**src/rtl/cp0_timer_if.sv**
```systemverilog
// Pipeline-to-CP0 bus: M-stage exception inputs, MTC0/MFC0 access and CP0 outputs.
// The M stage drives through master; cp0_timer receives through slave.
interface cp0_timer_if #(
    parameter int N_HWINT = 6
);
    logic [4:0]         a_rd;
    logic [4:0]         a_wr;
    logic               we;
    logic [31:0]        din;
    logic [31:0]        pc;
    logic               bd;
    logic [4:0]         exc_code;
    logic [N_HWINT-1:0] hw_int;
    logic               exl_clr;
    logic               int_o;
    logic [31:0]        epc_o;
    logic [31:0]        dout;
    logic               timer_irq;

    modport master (
        output a_rd, a_wr, we, din, pc, bd, exc_code, hw_int, exl_clr,
        input  int_o, epc_o, dout, timer_irq
    );

    modport slave (
        input  a_rd, a_wr, we, din, pc, bd, exc_code, hw_int, exl_clr,
        output int_o, epc_o, dout, timer_irq
    );
endinterface

```
**src/rtl/cp0_timer.sv**
```systemverilog
// Coprocessor 0 for the pipelined MIPS core: SR, Cause, EPC and PRID registers,
// plus a Count/Compare timer whose interrupt sits above the external lines.
module cp0_timer #(
    parameter int          N_HWINT   = 6,
    parameter int          COUNT_DIV = 1,
    parameter logic [31:0] PRID_VAL  = 32'h2037_3864
) (
    input  logic        clk,
    input  logic        reset_n,
    cp0_timer_if.slave  bus
);
    localparam int NP = N_HWINT + 1;
    localparam int PW = (COUNT_DIV > 1) ? $clog2(COUNT_DIV) : 1;
    localparam logic [PW-1:0] PMAX = PW'(COUNT_DIV - 1);

    logic [NP-1:0] r_im;
    logic          r_exl;
    logic          r_ie;
    logic          r_bd;
    logic [NP-1:0] r_ip;
    logic [4:0]    r_ec;
    logic [31:0]   r_epc;
    logic [31:0]   r_count;
    logic [31:0]   r_compare;
    logic [PW-1:0] r_presc;
    logic          r_timer_pend;

    logic [NP-1:0] w_pend;
    logic          w_int_req;
    logic          w_exc_req;
    logic          w_take;
    logic [31:0]   w_new_epc;
    logic [31:0]   w_epc_out;
    logic          w_wr;
    logic          w_wr_sr;
    logic          w_wr_epc;
    logic          w_wr_count;
    logic          w_wr_compare;
    logic          w_inc;
    logic [31:0]   w_count_inc;
    logic [31:0]   w_sr;
    logic [31:0]   w_cause;
    logic [31:0]   w_dout;

    assign w_pend    = {r_timer_pend, bus.hw_int};
    assign w_int_req = (|(w_pend & r_im)) & ~r_exl & r_ie;
    assign w_exc_req = (bus.exc_code != 5'd0) & ~r_exl;
    assign w_take    = w_int_req | w_exc_req;
    assign w_new_epc = bus.bd ? (bus.pc - 32'd4) : bus.pc;
    assign w_epc_out = w_take ? w_new_epc : r_epc;

    // MTC0 is dropped in any cycle that takes an interrupt or exception
    assign w_wr         = bus.we & ~w_take;
    assign w_wr_sr      = w_wr & (bus.a_wr == 5'd12);
    assign w_wr_epc     = w_wr & (bus.a_wr == 5'd14);
    assign w_wr_count   = w_wr & (bus.a_wr == 5'd9);
    assign w_wr_compare = w_wr & (bus.a_wr == 5'd11);

    assign w_inc       = (r_presc == PMAX);
    assign w_count_inc = r_count + 32'd1;

    always_ff @(posedge clk or negedge reset_n) begin
        if (!reset_n) begin
            r_im  <= '0;
            r_exl <= 1'b0;
            r_ie  <= 1'b0;
            r_bd  <= 1'b0;
            r_ip  <= '0;
            r_ec  <= '0;
            r_epc <= '0;
        end else begin
            r_ip <= w_pend;
            if (w_wr_sr) begin
                r_im  <= bus.din[10 +: NP];
                r_exl <= bus.din[1];
                r_ie  <= bus.din[0];
            end
            if (bus.exl_clr)
                r_exl <= 1'b0;
            if (w_wr_epc)
                r_epc <= bus.din;
            if (w_take) begin
                r_exl <= 1'b1;
                r_ec  <= w_int_req ? 5'd0 : bus.exc_code;
                r_bd  <= bus.bd;
                r_epc <= w_epc_out;
            end
        end
    end

    // A Count write restarts the prescaler and suppresses that cycle's increment and match
    always_ff @(posedge clk or negedge reset_n) begin
        if (!reset_n) begin
            r_count      <= '0;
            r_compare    <= '1;
            r_presc      <= '0;
            r_timer_pend <= 1'b0;
        end else begin
            if (w_wr_count) begin
                r_count <= bus.din;
                r_presc <= '0;
            end else if (w_inc) begin
                r_count <= w_count_inc;
                r_presc <= '0;
            end else begin
                r_presc <= r_presc + 1'b1;
            end

            if (w_wr_compare)
                r_compare <= bus.din;

            if (w_wr_compare)
                r_timer_pend <= 1'b0;
            else if (!w_wr_count && w_inc && (w_count_inc == r_compare))
                r_timer_pend <= 1'b1;
        end
    end

    always_comb begin
        w_sr             = '0;
        w_sr[10 +: NP]   = r_im;
        w_sr[1]          = r_exl;
        w_sr[0]          = r_ie;
        w_cause          = '0;
        w_cause[31]      = r_bd;
        w_cause[10 +: NP] = r_ip;
        w_cause[6:2]     = r_ec;
        case (bus.a_rd)
            5'd9:    w_dout = r_count;
            5'd11:   w_dout = r_compare;
            5'd12:   w_dout = w_sr;
            5'd13:   w_dout = w_cause;
            5'd14:   w_dout = w_epc_out;
            5'd15:   w_dout = PRID_VAL;
            default: w_dout = '0;
        endcase
    end

    assign bus.int_o     = w_take;
    assign bus.epc_o     = {w_epc_out[31:2], 2'b00};
    assign bus.dout      = w_dout;
    assign bus.timer_irq = r_timer_pend;
endmodule
```
**src/flat_wrapper.sv**
```systemverilog
// flat-port wrapper written by rule: the top's interface ports become plain ports
module cp0_timer_flat 
#(
    parameter int          N_HWINT   = 6,
    parameter int          COUNT_DIV = 1,
    parameter logic [31:0] PRID_VAL  = 32'h2037_3864
)
  (clk, reset_n, bus_a_rd, bus_a_wr, bus_we, bus_din, bus_pc, bus_bd, bus_exc_code, bus_hw_int, bus_exl_clr, bus_int_o, bus_epc_o, bus_dout, bus_timer_irq);
  cp0_timer_if #(.N_HWINT(N_HWINT)) bus_i ();
  input  logic clk;
  input  logic reset_n;
  input wire logic [$bits(bus_i.a_rd)-1:0] bus_a_rd;
  input wire logic [$bits(bus_i.a_wr)-1:0] bus_a_wr;
  input wire logic [$bits(bus_i.we)-1:0] bus_we;
  input wire logic [$bits(bus_i.din)-1:0] bus_din;
  input wire logic [$bits(bus_i.pc)-1:0] bus_pc;
  input wire logic [$bits(bus_i.bd)-1:0] bus_bd;
  input wire logic [$bits(bus_i.exc_code)-1:0] bus_exc_code;
  input wire logic [$bits(bus_i.hw_int)-1:0] bus_hw_int;
  input wire logic [$bits(bus_i.exl_clr)-1:0] bus_exl_clr;
  output wire logic [$bits(bus_i.int_o)-1:0] bus_int_o;
  output wire logic [$bits(bus_i.epc_o)-1:0] bus_epc_o;
  output wire logic [$bits(bus_i.dout)-1:0] bus_dout;
  output wire logic [$bits(bus_i.timer_irq)-1:0] bus_timer_irq;
  assign bus_i.a_rd = bus_a_rd;
  assign bus_i.a_wr = bus_a_wr;
  assign bus_i.we = bus_we;
  assign bus_i.din = bus_din;
  assign bus_i.pc = bus_pc;
  assign bus_i.bd = bus_bd;
  assign bus_i.exc_code = bus_exc_code;
  assign bus_i.hw_int = bus_hw_int;
  assign bus_i.exl_clr = bus_exl_clr;
  assign bus_int_o = bus_i.int_o;
  assign bus_epc_o = bus_i.epc_o;
  assign bus_dout = bus_i.dout;
  assign bus_timer_irq = bus_i.timer_irq;
  cp0_timer #(.N_HWINT(N_HWINT), .COUNT_DIV(COUNT_DIV), .PRID_VAL(PRID_VAL)) u_core (.clk(clk), .reset_n(reset_n), .bus(bus_i));
endmodule
```
**config.mk**
```make
export PLATFORM = sky130hd
export DESIGN_NAME = cp0_timer_flat
export DESIGN_NICKNAME = d
export VERILOG_FILES = /design/src/rtl/cp0_timer_if.sv /design/src/rtl/cp0_timer.sv /design/src/flat_wrapper.sv
export SDC_FILE = /design/constraint.sdc
export NUM_CORES = 1
export LEC_CHECK = 0
export BUFFER_PORTS_ARGS = -buffer_cell sky130_fd_sc_hd__buf_4
export CORE_ASPECT_RATIO = 0.6
export CORE_MARGIN = 1
export CORE_UTILIZATION = 61
export DETAILED_ROUTE_END_ITERATION = 10
export GPL_TIMING_DRIVEN = 0
export PLACE_DENSITY = 0.95
export SLEW_MARGIN = 40
export SYNTH_ARGS = -nofsm -noshare
export SYNTH_HDL_FRONTEND = slang
export SYNTH_SLANG_ARGS = --single-unit
```
**constraint.sdc**
```tcl
create_clock -name clk -period 5.8 [get_ports clk]
set_input_delay 0.58 -clock clk [delete_from_list [all_inputs] [get_ports clk]]
set_output_delay 0.58 -clock clk [all_outputs]
set_load 0.005 [all_outputs]
```
==> impl_metrics.tcl <==
set metrics [dict create \
    final_core_util_pct 80.39 \
    finClkSkew_ps 10.60 \
    synthTopCellsByCount "dfrtp_1, a21oi_1, nand2_1" \
    diodes 0 \
    drcViolationCount 0 \
    min_path_type "input pin to asynchronous set/reset pin" \
    end_kind "output port" \
    avgRoutedWirePerCell_um 24.08 \
    grt_first_pass_wirelength_um 44670 \
    ir_worst_vdd_mv 0.2419 \
    r2r_cells 9 \
    grt_max_degree 64 \
    clk_latency_ps 420 \
    maxCapViolations 0 \
    port_buffers 152 \
    yosys_register_bits 119 \
    core_area_um2 12300 \
    place_hpwl_um 21940 \
    path_max_fanout 10 \
    setup_violations 0 \
    synth_top_area_share_pct 27.70 \
    slew_headroom_pct 43.52 \
    setup_slack_ps 1311 \
    post_cts_resized 0 \
    antenna_found_initial 1 \
    cp.arrival_ps 3910 \
    rsz0062_at_grt "false" \
    ctsHoldBuffers 0 \
    required_ps 5220 \
    synth_cell_type_count 77 \
    die-area_um2 13360 \
    routed_wl_um 29360 \
    dp_slack_ps 1642 \
    ios 156 \
    gp_congestion 1.004 \
    cts_sinks 119 \
    root_buffer "clkbuf_16" \
    grt.overflow.total 0 \
    min_period_over_period_pct 77.39 \
    synth-main-ff-cell "dfrtp_1" \
    cpPeakStageDelay_ps 620 \
    syn_avg_cell_area_um2 9.054 \
    postCtsSetupBuffers 0 \
    async_reset_ff_share_pct 100.0 \
    fp.dieW_um 148.5 \
    tns_ps 0 \
    fp.dieH_um 89.92 \
    yosysMostFrequentCell "dfrtp_1" \
    crit_chain "a222oi_1, a311oi_2, nor2_1, inv_1, buf_1, buf_1, a21oi_1, a22oi_1, o21ai_0, buf_4" \
    crit_top_cell "buf_1" \
    synthTopCellsByArea "dfrtp_1, dfstp_2, mux2_2, xnor2_1, a21oi_1" \
    dr.first_iter.drc_count 901 \
    start_util_pct 63.92 \
    antenna_left 0 \
    num_rows 31 \
    cts_htree_levels 4 \
    worst_slew_pin_slew_ps 847.2 \
    min_period_ps 4489 \
    cp_slowest_cell "nor2_1" \
    via_per_inst 6.724 \
    cp-start-kind "flop" \
    synth_edf_count 0 \
    path_class "flop to output port" \
    cts_tree "yes" \
    fmaxAchievable_mhz 222.8 \
    syn_inst 868 \
    route.vias.total 8197 \
    syn_to_final_growth_pct 25.78 \
    fin_nets 1133 \
    slew_viol_final 0 \
    yosysWarnings 0 \
    yosys.area.top_type "dfrtp_1" \
    hold_viol 0 \
    clockBufferDepth 2 \
    p_per_area_nw_per_um2 453.3 \
    netlist_area_um2 7859 \
    ys_seq_area_share_pct 38.40 \
    first_global_vias 7764 \
    grt_usage_pct 45.11 \
    drtPass1Iterations 7 \
    status "finished, final reports clean" \
    numCtsBuffers 17 \
    drive_gt1_share_pct 28.84 \
    p_leak_nw 4.083 \
    clkTransAtPathRegs_ps 60 \
]
==> worst max-delay path, delay by kind of cell, from the launching register on <==
kind / cells / cell delay, ps
AOI/OAI and AO/OA: 5 / 1460
buffers and inverters: 4 / 1000
and+or+nand+nor: 1 / 620
DFF: 1 / 410
==> routing by layer <==
| metal | GRT usage, % | vias up | part of all wire [%] |
|---|---|---|---|
| li1 | - | 3492 | - |
| met1 | 59.92 | 3862 | 38 |
| met2 | 61.92 | 730 | 41 |
| met3 | 24.77 | 113 | 18 |
| met4 | 14.09 | 0 | 3.2 |
| met5 | 0 | - | 0 |
==> cell usage in the layout, fill, tap and decap left out, drive strengths merged, types with 9 or more instances in the layout <==
cell type,synthesis,layout
buf,24,177
dfrtp,87,87
a21oi,86,86
nand2,80,80
nor2,65,65
clkbuf,37,57
xnor2,53,53
mux2i,42,42
mux2,42,42
dfstp,32,32
nor3,26,26
inv,24,24
and3,22,22
o21ai,21,21
a21boi,20,20
xor2,19,19
nand3,18,18
a22oi,17,17
nand4,17,17
o221ai,13,13
nor4,11,11
o21a,10,10
o22ai,9,9
==> path summary, 6_finish.rpt <==
kind / slack, ps / start / end
worst max-delay path: 1310 / u_core.r_im[1]$_DFFE_PN0P_ / bus_dout[7]
worst min-delay path: 80 / reset_n / u_core.r_count[6]$_DFF_PN0_
worst max register to register: 2140 / u_core.r_im[1]$_DFFE_PN0P_ / u_core.r_count[20]$_DFF_PN0_
worst min register to register: 540 / u_core.r_ec[4]$_DFFE_PN0N_ / u_core.r_ec[4]$_DFFE_PN0N_
max in group asynchronous: 5020 / reset_n / u_core.r_compare[21]$_DFFE_PN1P_
min in group clk: 290 / bus_hw_int[1] / u_core.r_ip[1]$_DFF_PN0_
==> stage by stage <==
step                      instance area [um2]  hold WS [ps]  power [mW]  instances
after floorplan                          7863         284.4       2.429        869
after global placement                   9210         485.4       3.126       1186
after detailed placement                 9251         518.8       3.196       1187
after CTS                                9884         104.4       4.367       1219
after global routing                     9884         105.3       4.637       1219
final                                    9884         79.16       4.480       1219
==> area by class of cell <==
| cell class | count | area, um2 |
|---|---|---|
| Multi-Input combinational cell | 665 | 4494 |
| Sequential cell | 119 | 3018 |
| Fill cell | 768 | 2411 |
| Timing Repair Buffer | 153 | 1176 |
| Clock buffer | 20 | 456.7 |
| Buffer | 61 | 266.5 |
| Tap cell | 165 | 206.4 |
| Clock inverter | 12 | 176.4 |
| Inverter | 24 | 90.09 |
==> state kept, by name, indices dropped and copies added (netlist names) <==
| signal | count |
|---|---|
| u_core.r_compare | 32 |
| u_core.r_count | 32 |
| u_core.r_epc | 32 |
| u_core.r_im | 7 |
| u_core.r_ip | 7 |
| u_core.r_ec | 5 |
| u_core.bus.timer_irq | 1 |
| u_core.r_bd | 1 |
| u_core.r_exl | 1 |
| u_core.r_ie | 1 |
==> where the power goes <==
| group | internal [mW] | switching [mW] | leakage (nW) |
|---|---|---|---|
| Sequential | 1.18 | 0.315 | 1.33 |
| Combinational | 0.775 | 1.06 | 2.46 |
| Clock | 0.741 | 0.411 | 0.294 |
==> kinds of logic (layout without fill, tap and decap cells) <==
family	after synthesis	in the layout	synth area share, %
AOI/OAI and AO/OA	219	219	18.17
DFF	119	119	38.40
and+or+nand+nor	286	286	19.14
adders and majority gates	2	2	0.3184
other	1	2	0.04772
muxes	84	84	11.37
buffers and inverters	85	270	4.538
xor gates and xnor gates	72	72	8.024
(Power assumes the default switching activity.)
